==> src/rtl/mem_arbiter.sv <==
// mem_arbiter: shares the single unified Memory between the instruction-fetch
// port (read only) and the data port (load/store). One transaction at a time,
// round-robin on ties, fixed LATENCY access cycles, one-cycle ACK in DONE.
//
// Handshake: a requester raises xREQ with stable operands and keeps them until
// it sees xACK (one-cycle pulse), then drops xREQ the following cycle. Operands
// are latched at the grant edge, so later changes or an early drop of xREQ do
// not disturb the transaction in flight. xRDATA is valid with xACK and held.
module mem_arbiter #(
    parameter int DATA_W  = 32,
    parameter int LATENCY = 1
) (
    input  logic              CLK,
    input  logic              RST,
    input  logic              I_REQ,
    input  logic [DATA_W-1:0] I_ADDR,
    output logic              I_ACK,
    output logic [DATA_W-1:0] I_RDATA,
    input  logic              D_REQ,
    input  logic              D_WE,
    input  logic [DATA_W-1:0] D_ADDR,
    input  logic [DATA_W-1:0] D_WDATA,
    output logic              D_ACK,
    output logic [DATA_W-1:0] D_RDATA,
    output logic              M_R_WBAR,
    output logic [DATA_W-1:0] M_ADDR,
    output logic [DATA_W-1:0] M_WDATA,
    input  logic [DATA_W-1:0] M_RDATA,
    output logic              BUSY,
    output logic [1:0]        dbg_state
);

    typedef enum logic [1:0] {
        IDLE   = 2'd0,
        ACCESS = 2'd1,
        DONE   = 2'd2
    } state_t;

    localparam logic [3:0] CNT_INIT = 4'(LATENCY - 1);
    localparam logic       GNT_I    = 1'b0;
    localparam logic       GNT_D    = 1'b1;

    state_t            state;
    state_t            state_nxt;
    logic [3:0]        cnt;
    logic              last_grant;
    logic              grant_id;
    logic              lat_we;
    logic              first_cycle;
    logic [DATA_W-1:0] lat_addr;
    logic [DATA_W-1:0] lat_wdata;
    logic [DATA_W-1:0] i_rdata_q;
    logic [DATA_W-1:0] d_rdata_q;
    logic              grant_valid;
    logic              grant_sel;

    // Next-state and arbitration; requests are only looked at in IDLE.
    always_comb begin
        state_nxt   = state;
        grant_valid = 1'b0;
        grant_sel   = GNT_I;
        case (state)
            IDLE: begin
                if (I_REQ || D_REQ) begin
                    grant_valid = 1'b1;
                    if (I_REQ && D_REQ) grant_sel = ~last_grant;
                    else                grant_sel = D_REQ;
                    state_nxt = ACCESS;
                end
            end
            ACCESS:  if (cnt == 4'd0) state_nxt = DONE;
            DONE:    state_nxt = IDLE;
            default: state_nxt = IDLE;
        endcase
    end

    // State register; reset aborts any transaction without an ACK.
    always_ff @(posedge CLK or posedge RST) begin
        if (RST) state <= IDLE;
        else     state <= state_nxt;
    end

    // Operand latch, latency counter, read-data capture and round-robin memory.
    always_ff @(posedge CLK or posedge RST) begin
        if (RST) begin
            cnt         <= 4'd0;
            last_grant  <= GNT_D;
            grant_id    <= GNT_I;
            lat_we      <= 1'b0;
            first_cycle <= 1'b0;
            lat_addr    <= '0;
            lat_wdata   <= '0;
            i_rdata_q   <= '0;
            d_rdata_q   <= '0;
        end else if (grant_valid) begin
            lat_addr    <= grant_sel ? D_ADDR : I_ADDR;
            lat_wdata   <= grant_sel ? D_WDATA : '0;
            lat_we      <= grant_sel & D_WE;
            grant_id    <= grant_sel;
            cnt         <= CNT_INIT;
            first_cycle <= 1'b1;
        end else if (state == ACCESS) begin
            first_cycle <= 1'b0;
            if (cnt == 4'd0) begin
                last_grant <= grant_id;
                if (!lat_we) begin
                    if (grant_id == GNT_D) d_rdata_q <= M_RDATA;
                    else                   i_rdata_q <= M_RDATA;
                end
            end else begin
                cnt <= cnt - 4'd1;
            end
        end
    end

    // Memory side is decoded from registers only; the write strobe lasts one
    // ACCESS cycle and drops with the state register on reset.
    always_comb begin
        M_R_WBAR  = ~((state == ACCESS) && lat_we && first_cycle);
        M_ADDR    = lat_addr;
        M_WDATA   = lat_wdata;
        I_ACK     = (state == DONE) && (grant_id == GNT_I);
        D_ACK     = (state == DONE) && (grant_id == GNT_D);
        I_RDATA   = i_rdata_q;
        D_RDATA   = d_rdata_q;
        BUSY      = (state != IDLE);
        dbg_state = state;
    end

endmodule
==> config.mk <==
export PLATFORM = sky130hd
export DESIGN_NAME = mem_arbiter
export DESIGN_NICKNAME = d
export VERILOG_FILES = /design/src/rtl/mem_arbiter.sv
export SDC_FILE = /design/constraint.sdc
export NUM_CORES = 1
export LEC_CHECK = 0
export ABC_AREA = 1
export CAP_MARGIN = 20
export CELL_PAD_IN_SITES_DETAIL_PLACEMENT = 0
export CELL_PAD_IN_SITES_GLOBAL_PLACEMENT = 1
export CORE_ASPECT_RATIO = 1.5
export CORE_UTILIZATION = 30
export DETAILED_ROUTE_END_ITERATION = 16
export HOLD_SLACK_MARGIN = 0.05
export PLACE_DENSITY_LB_ADDON = 0.15
export SYNTH_ARGS = -nofsm -noshare
export SYNTH_HDL_FRONTEND = slang
export SYNTH_SLANG_ARGS = --single-unit
==> constraint.sdc <==
create_clock -name CLK -period 5.36 [get_ports CLK]
set_input_delay 0.536 -clock CLK [delete_from_list [all_inputs] [get_ports CLK]]
set_output_delay 0.536 -clock CLK [all_outputs]
set_load 0.01 [all_outputs]
## After elaboration in Yosys (flattened, before gate mapping)

Index checks and enable logic that the tools add are counted.

| word-level totals | value |
|---|---|
| word-level logic and storage cells | 52 |
| bits in registers | 138 |
| output and inout port bits | 134 |
| input bits | 133 |

| cells by class | value |
|---|---|
| multiplexer cells | 15 |
| reduce and logical (&&, ||, !) cells | 15 |
| bitwise gates (word level) | 6 |
| add/subtract/negate cells | 1 |
| equal/unequal tests | 5 |

Operators with widths:

| cell | count |
|---|---|
| 32-bit two-way mux | 2 |
| 4-bit two-way mux | 3 |
| 5-bit AND reduction | 2 |
| 1-bit two-way mux | 7 |
| 1-bit logical AND | 5 |
| 1-bit inverter | 5 |
| 4-bit zero test | 1 |
| 2-bit two-way mux | 2 |
| 2-bit != test, second input constant | 2 |
| 2-bit case mux with 2 select lines | 1 |
| 2-bit AND reduction | 2 |
| 2-bit nonzero test | 2 |
| 4-bit by 1-bit subtractor with 4-bit output, second input constant | 1 |
| 3-bit AND reduction | 1 |
| 2-bit by 1-bit == test with 1-bit output, second input constant | 1 |
| 2-bit == test, second input constant | 1 |
| 2-bit zero test | 1 |
| 2-bit by 1-bit != test with 1-bit output, second input constant | 1 |
| 1-bit bitwise AND | 1 |
| 1-bit logical OR | 1 |

## Logic depth before layout (Yosys ltp)

Gate-level depths: netlist of run 1.

| depth | value |
|---|---|
| depth after elaboration | 5 |
| mapped depth | 8 |
| depth with buffers taken out | 8 |

## Worst setup path before layout of run 1

OpenSTA, ideal clock, no wires.

| timing path | value |
|---|---|
| path kind | register -> output |
| start point | register grant_id |
| end point | output port D_ACK |
| arrival time | 1010 ps |
| slack | 3814 ps |
| path buffers | 1 |
| required time | 4824 ps |
| stages on the path, launching flop included | 4 |
| cell sequence | dfrtp_1 -> clkinv_1 -> clkbuf_1 -> nor3_1 |

| on the way | value |
|---|---|
| word-level cells in the longest chain between the ends | 1 |

Ends and longest elaborated chain:

| item | RTL line | source |
|---|---|---|
| start, declared | 47 | `logic grant_id;` |
| start signal, assigned | 99 | `grant_id <= grant_sel;` |
| 1-bit logical AND | 123 | `D_ACK = (state == DONE) && (grant_id == GNT_D);` |
| end, declared | 23 | `output logic D_ACK,` |

No other way between the ends.

## Worst setup path in the final report of run 1

| timing path | value |
|---|---|
| start point | register cnt[0] |
| end point | register i_rdata_q[18] (netlist: I_RDATA[18]) |

| on the way | value |
|---|---|
| word-level cells in the longest chain between the ends | 2 |

Ends and longest elaborated chain:

| item | RTL line | source |
|---|---|---|
| start, declared | 45 | `logic [3:0] cnt;` |
| start signal, assigned | 111 | `cnt <= cnt - 4'd1;` |
| 4-bit zero test | 104 | `if (cnt == 4'd0) begin` |
| 5-bit AND reduction (no source line) | -- |  |
| end signal, assigned | 93 | `i_rdata_q <= '0;` |
| end signal, assigned | 108 | `else i_rdata_q <= M_RDATA;` |
| end, declared | 52 | `logic [DATA_W-1:0] i_rdata_q;` |

No other way between the ends.
A chain may end at the register's enable or synchronous reset.

==> reports/metrics.cfg, run 1 <==
[outcome]
status=finished clean

[clock_tree]
cts_buffers=17
hold_buffers=0
cts.sinks=138
cts_tree=done
cts-resized-gates=0
cts-root-buf=clkbuf_16
htreeDepth=4
clock_path_buffers=2
clkSlewWorstSetupHoldPaths_ns=0.06
clk_latency_ns=0.42
post_cts_buffers=0

[worst_hold_path]
hold_class=register to register

[synth]
synth_cells=751
synth.distinct_cells=25
syn_area_sq_mm=0.00620
synth_top_area_frac=0.553
synth.ff_latch_count=138
yosys_warnings=0
yosys.area.top_type=dfrtp_1
synth.area.top_cells=dfrtp_1, nand2_1, inv_1, o21ai_1, o21bai_1
ys_seq_area_frac=0.557
syn_nets=886
avgSynthCellArea_sq_um=8.25

[timing]
fmax_mhz=411
slew_violations=0
finalHoldViolations=0
worst_pin_slew_ns=0.961
finalCritPeriodShare=0.454
whs_ns=0.487
finalSetupViolCount=0
max_slew_margin=0.359
setup_tns_ns=0
final.min_clock_period_ns=2.43
grt_setup_unrepaired=no
finalClockSkew_ns=0.0108

[routing]
vias_per_cell=4.43
routed-wl-met2_um=9780
wl_met1_um=8100
drtIter0Drc=323
wl_met3_um=1080
top_layer_used=met4
drt-total-wl_um=19300
routedWlPerCell_um=15.1
vias=5656
drtPass1Iterations=4
drtAntennaViolNets=0
drc=0

[setup_path]
end_kind=register
start_kind=register
cp_max_fo=35
worstSetupPathType=register to register
critPathArrivalTime_ns=2.79
crit_required_ns=5.71

[finish]
layout.nets=1136
layout_commonest_cell=clkdlybuf4s50_1
finish.utilization=0.477
area_growth_pct=56.5
antenna_cells=0
final_cell_mix=clkdlybuf4s50_1, nand2_1, dfrtp_1
drive_gt1_frac=0.0513

[power_and_ir_drop]
power.density_mw_per_mm2=620
leakage_uw=0.00458
ir_drop_uv=220

[die]
num_rows=64
die_h_um=178
coreArea_sq_mm=0.0203
initial_utilization=0.305
die_w_um=119
ioPinCount=267
die_area_sq_mm=0.0212

[grt]
grt.total_usage=0.187
grt_overflow=0
grt_max_degree=103
grt_pass1_wl_um=30600
grt_pass1_vias=5579
antenna_found_initial=0

[job]
max_cap_violations=0

[place]
dp_hpwl_um=12900
io_buffers=266
gp_congestion=0.729

## critical path, cell delays in order (launching register included)
cell and delay (ns):
dfrtp_1 0.36, inv_1 0.16, ha_1 0.23, nand2_2 0.44, nor2_2 0.55, buf_4 0.38
nand4_1 0.14, nand2_1 0.10
## metal layers
metal | track usage | up-vias
li1 | - | 2835
met5 | 0 | -
met1 | 0.222 | 2637
met4 | 0.0656 | 0
met3 | 0.0537 | 17
met2 | 0.322 | 167
## stage by stage
step,instance area (sq um),total power [uW],std cells,setup slack (ns)
5_1_grt,9700,6460,1277,2.69
6_report,9700,6010,1277,2.93
4_1_cts,9700,6100,1277,2.93
3_3_place_gp,9070,4780,1246,2.67
3_5_place_dp,9070,4790,1246,2.63
2_1_floorplan,6200,3250,751,1.13
## registers in the layout, summed over array words and instances (netlist names)
| name | cells |
|---|---|
| D_RDATA | 32 |
| I_RDATA | 32 |
| M_ADDR | 32 |
| M_WDATA | 32 |
| cnt | 4 |
| dbg_state | 2 |
| first_cycle | 1 |
| grant_id | 1 |
| last_grant | 1 |
| lat_we | 1 |
## cell usage after synthesis (all sizes together)
cell      n
clkinv    1
nand3     7
ha        2
clkbuf   19
inv     109
nand2   240
a21oi     2
o21ai   100
dfrtp   137
nand4    35
nor3      2
o21bai   32
o22ai     1
dfstp     1
buf      25
nor2     37
or2       1
## cells by family after synthesis
group                    after synthesis  share of synthesized area
AND/OR/NAND/NOR                      322                      0.216
buffers and inverters                154                     0.0995
flip-flops                           138                      0.557
AO/OA/AOI/OAI                        135                      0.123
adder cells (fa/ha/maj)                2                    0.00404
## cell type report
type / instances / area, sq um
Timing Repair Buffer: 275 / 2730
Sequential cell: 138 / 3450
Tap cell: 264 / 330
Inverter: 110 / 418
Fill cell: 2028 / 10600
Clock buffer: 19 / 443
Multi-Input combinational cell: 459 / 2130
Clock inverter: 12 / 188
## report_power, final
part           internal [uW]  switching, uW  leakage (uW)  total (uW)
combinational           1350           1500       0.00258        2860
sequential              1580            296       0.00169        1870
clock                    798            480      0.000307        1280
total                   3730           2280       0.00458        6010
## path summary, 6_finish.rpt
| path | start | endpoint | slack [ns] | depth (start not counted) |
|---|---|---|---|---|
| max | cnt[0] | I_RDATA[18] | 2.93 | 7 |
| min | first_cycle | first_cycle | 0.49 | 2 |
| max reg2reg | cnt[0] | I_RDATA[18] | 2.93 | 7 |
| min reg2reg | first_cycle | first_cycle | 0.49 | 2 |
| max in group asynchronous | RST | M_WDATA[15] | 3.53 | 3 |
| min in group asynchronous | RST | M_WDATA[8] | 0.71 | 2 |
No activity file was read; power rests on OpenSTA's default activity.
==> run 2, diff against run 1 <==
==> constraint.sdc (replaced) <==
create_clock -name CLK -period 2.45 [get_ports CLK]
set_input_delay 0.245 -clock CLK [delete_from_list [all_inputs] [get_ports CLK]]
set_output_delay 0.245 -clock CLK [all_outputs]
set_load 0.01 [all_outputs]
==> run 2 against run 1 <==
Effect of this change: clock-buffer cell count grew 1; clock power up 110%; final cell count rose by 0.70%; sequential share of layout area fell by 0.44 points; global-route usage fell by 0.067 points; routed wire length is 2.4% lower; critical path depth fell by 2; clock skew about the same; register-to-register slack worse by 2.2 ns; hold slack got worse by 0.22 ns; non-clock buffer count increased by 8; setup slack got worse by 2.5 ns; largest power group unchanged.
==> reports/metrics.cfg, run 2 (same netlist as run 1, synthesis figures left out) <==
[outcome]
status=finished clean

[setup_path]
slowest_delay_ns=0.53  ; -0.02 ns
cp_num_buf_inv=3  ; +1
crit_required_ns=2.20  ; -3.51 ns
cp-startpoint=dbg_state[1]
crit_chain=inv_1 -> nand2_1 -> inv_1 -> nand3_1 -> clkdlybuf4s50_1
start_kind=register
crit_slowest_cell=clkdlybuf4s50_1
worstSetupPathType=register to output pin
crit_top_cell=inv_1
end_kind=output pin
critPathArrivalTime_ns=1.80  ; -0.99 ns
cpLargestDelayFamily=buffers and inverters
cp_max_fo=4  ; -89%
r2r-start=cnt[0]

[worst_hold_path]
hold_class=input pin to asynchronous set/reset pin

[timing]
finalCritPeriodShare=0.835
finalHoldViolations=0  ; unchanged
finalSetupViolCount=0  ; unchanged
fin_ws_ns=0.404  ; -2.52 ns
whs_ns=0.263  ; -0.224 ns
worst_pin_slew_ns=0.645  ; -0.316 ns
slew_violations=0  ; unchanged
max_slew_margin=0.569  ; +0.210
final.min_clock_period_ns=2.05
grt_setup_unrepaired=no
setup_tns_ns=0  ; unchanged
fmax_mhz=489
finalClockSkew_ns=0.0112  ; +0.000408 ns

[place]
io_buffers=266  ; unchanged
gp_congestion=0.739  ; +1.4%
dp_hpwl_um=13000  ; +0.72%
place_ws_ns=0.541  ; -2.09 ns
dpl-instance-area_sq_mm=0.00921  ; +1.6%

[grt]
grt_max_degree=65  ; -37%
antenna_found_initial=0  ; unchanged
grt_pass1_vias=5750  ; +3.1%
grt_overflow=0  ; unchanged
grt_pass1_wl_um=30800  ; +0.54%
grt.total_usage=0.186  ; -0.000673

[clock_tree]
hold_buffers=0  ; unchanged
clkSlewWorstSetupHoldPaths_ns=0.06  ; about the same
cts_buffers=17  ; unchanged
htreeDepth=4  ; unchanged
clk_latency_ns=0.42  ; about the same
clock_path_buffers=2  ; unchanged
cts-root-buf=clkbuf_16
post_cts_buffers=0  ; unchanged
cts_tree=done
cts.sinks=138  ; unchanged
cts-resized-gates=0  ; unchanged

[die]
die_area_sq_mm=0.0212  ; unchanged
die_w_um=119  ; unchanged
ioPinCount=267  ; unchanged
die_h_um=178  ; unchanged
coreArea_sq_mm=0.0203  ; unchanged
initial_utilization=0.305  ; unchanged
num_rows=64  ; unchanged

[finish]
multiInputGateArea_sq_mm=0.00213  ; unchanged
drive_gt1_frac=0.0597  ; +0.00835
antenna_cells=0  ; unchanged
layout.nets=1144  ; +0.70%
layout_commonest_cell=clkdlybuf4s50_1
final-seq-area_sq_mm=0.00345  ; unchanged
area_growth_pct=58.4
n_fill_cell=2055  ; +1.3%
final_cell_mix=clkdlybuf4s50_1, nand2_1, dfrtp_1
final_area_sq_mm=0.00982  ; +1.2%

[routing]
drtIter0Drc=261  ; -19%
routedWlPerCell_um=14.7  ; -3.1%
vias=5661  ; +0.088%
drt-total-wl_um=18800  ; -2.4%
drc=0  ; unchanged
routed-wl-met2_um=9460  ; -3.3%
top_layer_used=met4
vias_per_cell=4.40  ; -0.61%
wl_met1_um=7800  ; -3.8%
drtAntennaViolNets=0  ; unchanged
drtPass1Iterations=4  ; unchanged
wl_met3_um=1240  ; +15%

[power_and_ir_drop]
leakage_uw=0.00463  ; +1.3%
ir_drop_uv=531  ; +140%
power.density_mw_per_mm2=1330  ; +120%

[job]
max_cap_violations=0  ; unchanged

[run 2: changes by cell type in the layout (fill, tap and decap cells not counted), sizes merged]
| cell | previous run | this run |
|---|---|---|
| inv | 114 | 109 |
| clkinv | 3 | 7 |
| clkbuf | 19 | 20 |
| buf | 9 | 17 |
| clkinvlp | 1 | 3 |
| bufinv | 4 | 3 |
[run 2: metal layers]
layer | GRT usage | vias up
li1 | - | 2856
met1 | 0.217 | 2605
met4 | 0.0609 | 0
met5 | 0 | -
met2 | 0.324 | 180
met3 | 0.0582 | 20
[run 2: report_power, final]
group / total [uW] / switching [uW] / internal [uW]
sequential: 4090 / 637 / 3450
clock: 2640 / 990 / 1650
combinational: 6370 / 3280 / 3090
total: 13100 / 4900 / 8190
[run 2: through the flow]
stage	utilization	total power [uW]	std cells
global route	0.483	14100	1286
floorplan	-	7120	751
global placement	0.453	10500	1254
CTS	0.483	13300	1286
detailed placement	0.453	10600	1254
finish	0.483	13100	1286
[run 2: path summary, 6_finish.rpt]
kind,end,slack (ns),depth (start not counted)
hold / removal,M_WDATA[0],0.26,2
hold reg to reg,M_ADDR[27],0.48,2
min in group CLK,M_WDATA[25],0.36,3
setup / recovery,M_R_WBAR,0.40,5
max in group asynchronous,last_grant,1.53,3
setup reg to reg,D_RDATA[26],0.69,8
[run 2: cell type report]
cell class	count	share of cell area
timing repair buffer	283	0.293
inverter	110	0.0424
clock inverter	12	0.0150
clock buffer	20	0.0465
sequential	138	0.352
tap	264	0.0336
multi-input combinational	459	0.217
==> run 3, diff against run 2 <==
--- a/config.mk
+++ b/config.mk
@@ -10,7 +10,7 @@
 export CELL_PAD_IN_SITES_DETAIL_PLACEMENT = 0
 export CELL_PAD_IN_SITES_GLOBAL_PLACEMENT = 1
 export CORE_ASPECT_RATIO = 1.5
-export CORE_UTILIZATION = 30
+export CORE_UTILIZATION = 27
 export DETAILED_ROUTE_END_ITERATION = 16
 export HOLD_SLACK_MARGIN = 0.05
 export PLACE_DENSITY_LB_ADDON = 0.15
==> constraint.sdc (replaced) <==
create_clock -name CLK -period 1.8 [get_ports CLK]
set_input_delay 0.18 -clock CLK [delete_from_list [all_inputs] [get_ports CLK]]
set_output_delay 0.18 -clock CLK [all_outputs]
set_load 0.01 [all_outputs]
==> run 3 against run 2 <==
Effect of this change: hold slack worse by 0.12 ns; power up 37%; clock skew down 0.0036 ns; largest power group unchanged; critical path depth down 2; highest routed layer unchanged; first-iteration DRC count down 6.1%.
==> reports/metrics.cfg, run 3 (same netlist as run 1, synthesis figures left out) <==
[outcome]
status=finished clean

[timing]
finalCritPeriodShare=0.955
max_slew_margin=0.692  ; +0.123
slew_violations=0  ; unchanged
finalSetupViolCount=0  ; unchanged
final.min_clock_period_ns=1.72
fmax_mhz=582
worst_pin_slew_ns=0.461  ; -0.184 ns
finalHoldViolations=0  ; unchanged
finalClockSkew_ns=0.00758  ; -0.00363 ns
whs_ns=0.138  ; -0.125 ns
grt_setup_unrepaired=no

[die]
ioPinCount=267  ; unchanged
die_w_um=126  ; +5.3%
die_area_sq_mm=0.0236  ; +11%
die_h_um=188  ; +5.3%
num_rows=67  ; +4.7%
initial_utilization=0.276  ; -0.0288
coreArea_sq_mm=0.0225  ; +10%

[clock_tree]
clkSlewWorstSetupHoldPaths_ns=0.06  ; about the same
cts.sinks=138  ; unchanged
hold_buffers=0  ; unchanged
clk_latency_ns=0.42  ; about the same
cts-root-buf=clkbuf_16
cts_buffers=17  ; unchanged
cts_tree=done
clock_path_buffers=2  ; unchanged
htreeDepth=4  ; unchanged

[setup_path]
crit_chain=nor2_4 -> inv_1 -> clkdlybuf4s50_1
slowest_delay_ns=0.54  ; about the same
worstSetupPathType=register to output pin
start_kind=register
crit_required_ns=1.62  ; -0.58 ns
crit_slowest_cell=clkdlybuf4s50_1
cp_max_fo=6  ; +2
end_kind=output pin
critPathArrivalTime_ns=1.54  ; -0.26 ns

[power_and_ir_drop]
leakage_uw=0.00469  ; +1.2%
power.density_mw_per_mm2=1810  ; +36%
power_uw=18000  ; +37%
ir_drop_uv=746  ; +41%

[grt]
top_usage_layer=met2
grt_pass1_wl_um=32100  ; +4.3%
use_met2=0.317  ; -0.00749
grt_pass1_vias=5904  ; +2.7%
antenna_found_initial=0  ; unchanged
grt_overflow=0  ; unchanged
grt.total_usage=0.176  ; -0.0102
grtUsageMet1=0.190  ; -0.0272
grt_use_met3=0.0608  ; +0.00259
grt_max_degree=65  ; unchanged

[routing]
drtAntennaViolNets=0  ; unchanged
vias=5741  ; +1.4%
vias_per_cell=4.40  ; about the same
drt-total-wl_um=19900  ; +5.6%
routedWlPerCell_um=15.3  ; +4.2%
drtIter0Drc=245  ; -6.1%
drc=0  ; unchanged
drtPass1Iterations=6  ; +2

[finish]
antenna_cells=0  ; unchanged
layout_commonest_cell=clkdlybuf4s50_1
finish.utilization=0.442  ; -0.0405
final_cell_mix=clkdlybuf4s50_1, nand2_1, dfrtp_1
area_growth_pct=60.3
drive_gt1_frac=0.0661  ; +0.00646
n_fill_cell=2239  ; +9.0%
layout.nets=1150  ; +0.52%

[worst_hold_path]
hold_class=input pin to asynchronous set/reset pin

[place]
io_buffers=266  ; unchanged
dp_hpwl_um=14000  ; +7.5%
gp_congestion=0.764  ; +3.4%

[job]
max_cap_violations=0  ; unchanged

==> run 3: changes by cell type in the layout (fill, tap and decap cells not counted), sizes merged <==
cell / change
inv: -1
buf: +6
clkbuf: +4
clkinv: -1
dlygate4sd2: +2
clkdlybuf4s15: +1
clkinvlp: -1
bufinv: -1
clkdlybuf4s50: -3
==> run 3: repair_timing <==
action	CTS	global route
buffers inserted	1	0
gates resized for setup	5	3
pin swaps	1	0
gates cloned	0	0
endpoints found under the setup margin	4	1
==> run 3: worst paths after layout <==
kind                         startpoint          end  slack, ns  cells past startpoint
min in group CLK            D_WDATA[18]  M_WDATA[18]       0.29                      3
min reg2reg                   M_ADDR[2]    M_ADDR[2]       0.48                      2
min                                 RST  I_RDATA[12]       0.14                      2
max reg2reg                dbg_state[0]  I_RDATA[19]       0.24                      7
max                        dbg_state[0]         BUSY       0.08                      3
max in group asynchronous           RST   M_ADDR[26]       1.12                      3
==> run 3: cell type report <==
| class | instances | area [sq um] | area share |
|---|---|---|---|
| inverter | 110 | 417 | 0.0419 |
| clock buffer | 24 | 482 | 0.0485 |
| multi-input combinational | 459 | 2130 | 0.215 |
| timing repair buffer | 289 | 3010 | 0.303 |
| tap | 276 | 345 | 0.0348 |
| sequential | 138 | 3460 | 0.348 |
| clock inverter | 8 | 92.6 | 0.00932 |
==> run 3: critical path, delay by kind of cell, from the launching register on <==
kind | cells | cell delay (ns)
and+or+nand+nor | 1 | 0.05
buffers and inverters | 2 | 0.60
DFF | 1 | 0.47
==> run 3: per-stage QoR <==
stage               cell area [sq um]  TNS, ns  worst slack (ns)  std cells
detailed placement               9350        0             0.117       1271
global placement                 9350        0             0.163       1271
finish                           9930        0            0.0810       1304
CTS                              9930        0            0.0142       1304
floorplan                        6200   -13.74            -0.100        751
global route                     9930        0            0.0111       1304
==> run 3: routing by layer <==
| layer | vias to the layer above | share of wire |
|---|---|---|
| li1 | 2868 | - |
| met4 | 0 | 0.015 |
| met5 | - | 0 |
| met2 | 192 | 0.53 |
| met3 | 19 | 0.073 |
| met1 | 2662 | 0.38 |
==> run 3: power by group <==
| group | total, uW | internal (uW) | switching, uW |
|---|---|---|---|
| registers | 5600 | 4700 | 897 |
| logic | 8920 | 4400 | 4520 |
| clock network | 3470 | 2140 | 1330 |
| total | 18000 | 11200 | 6750 |
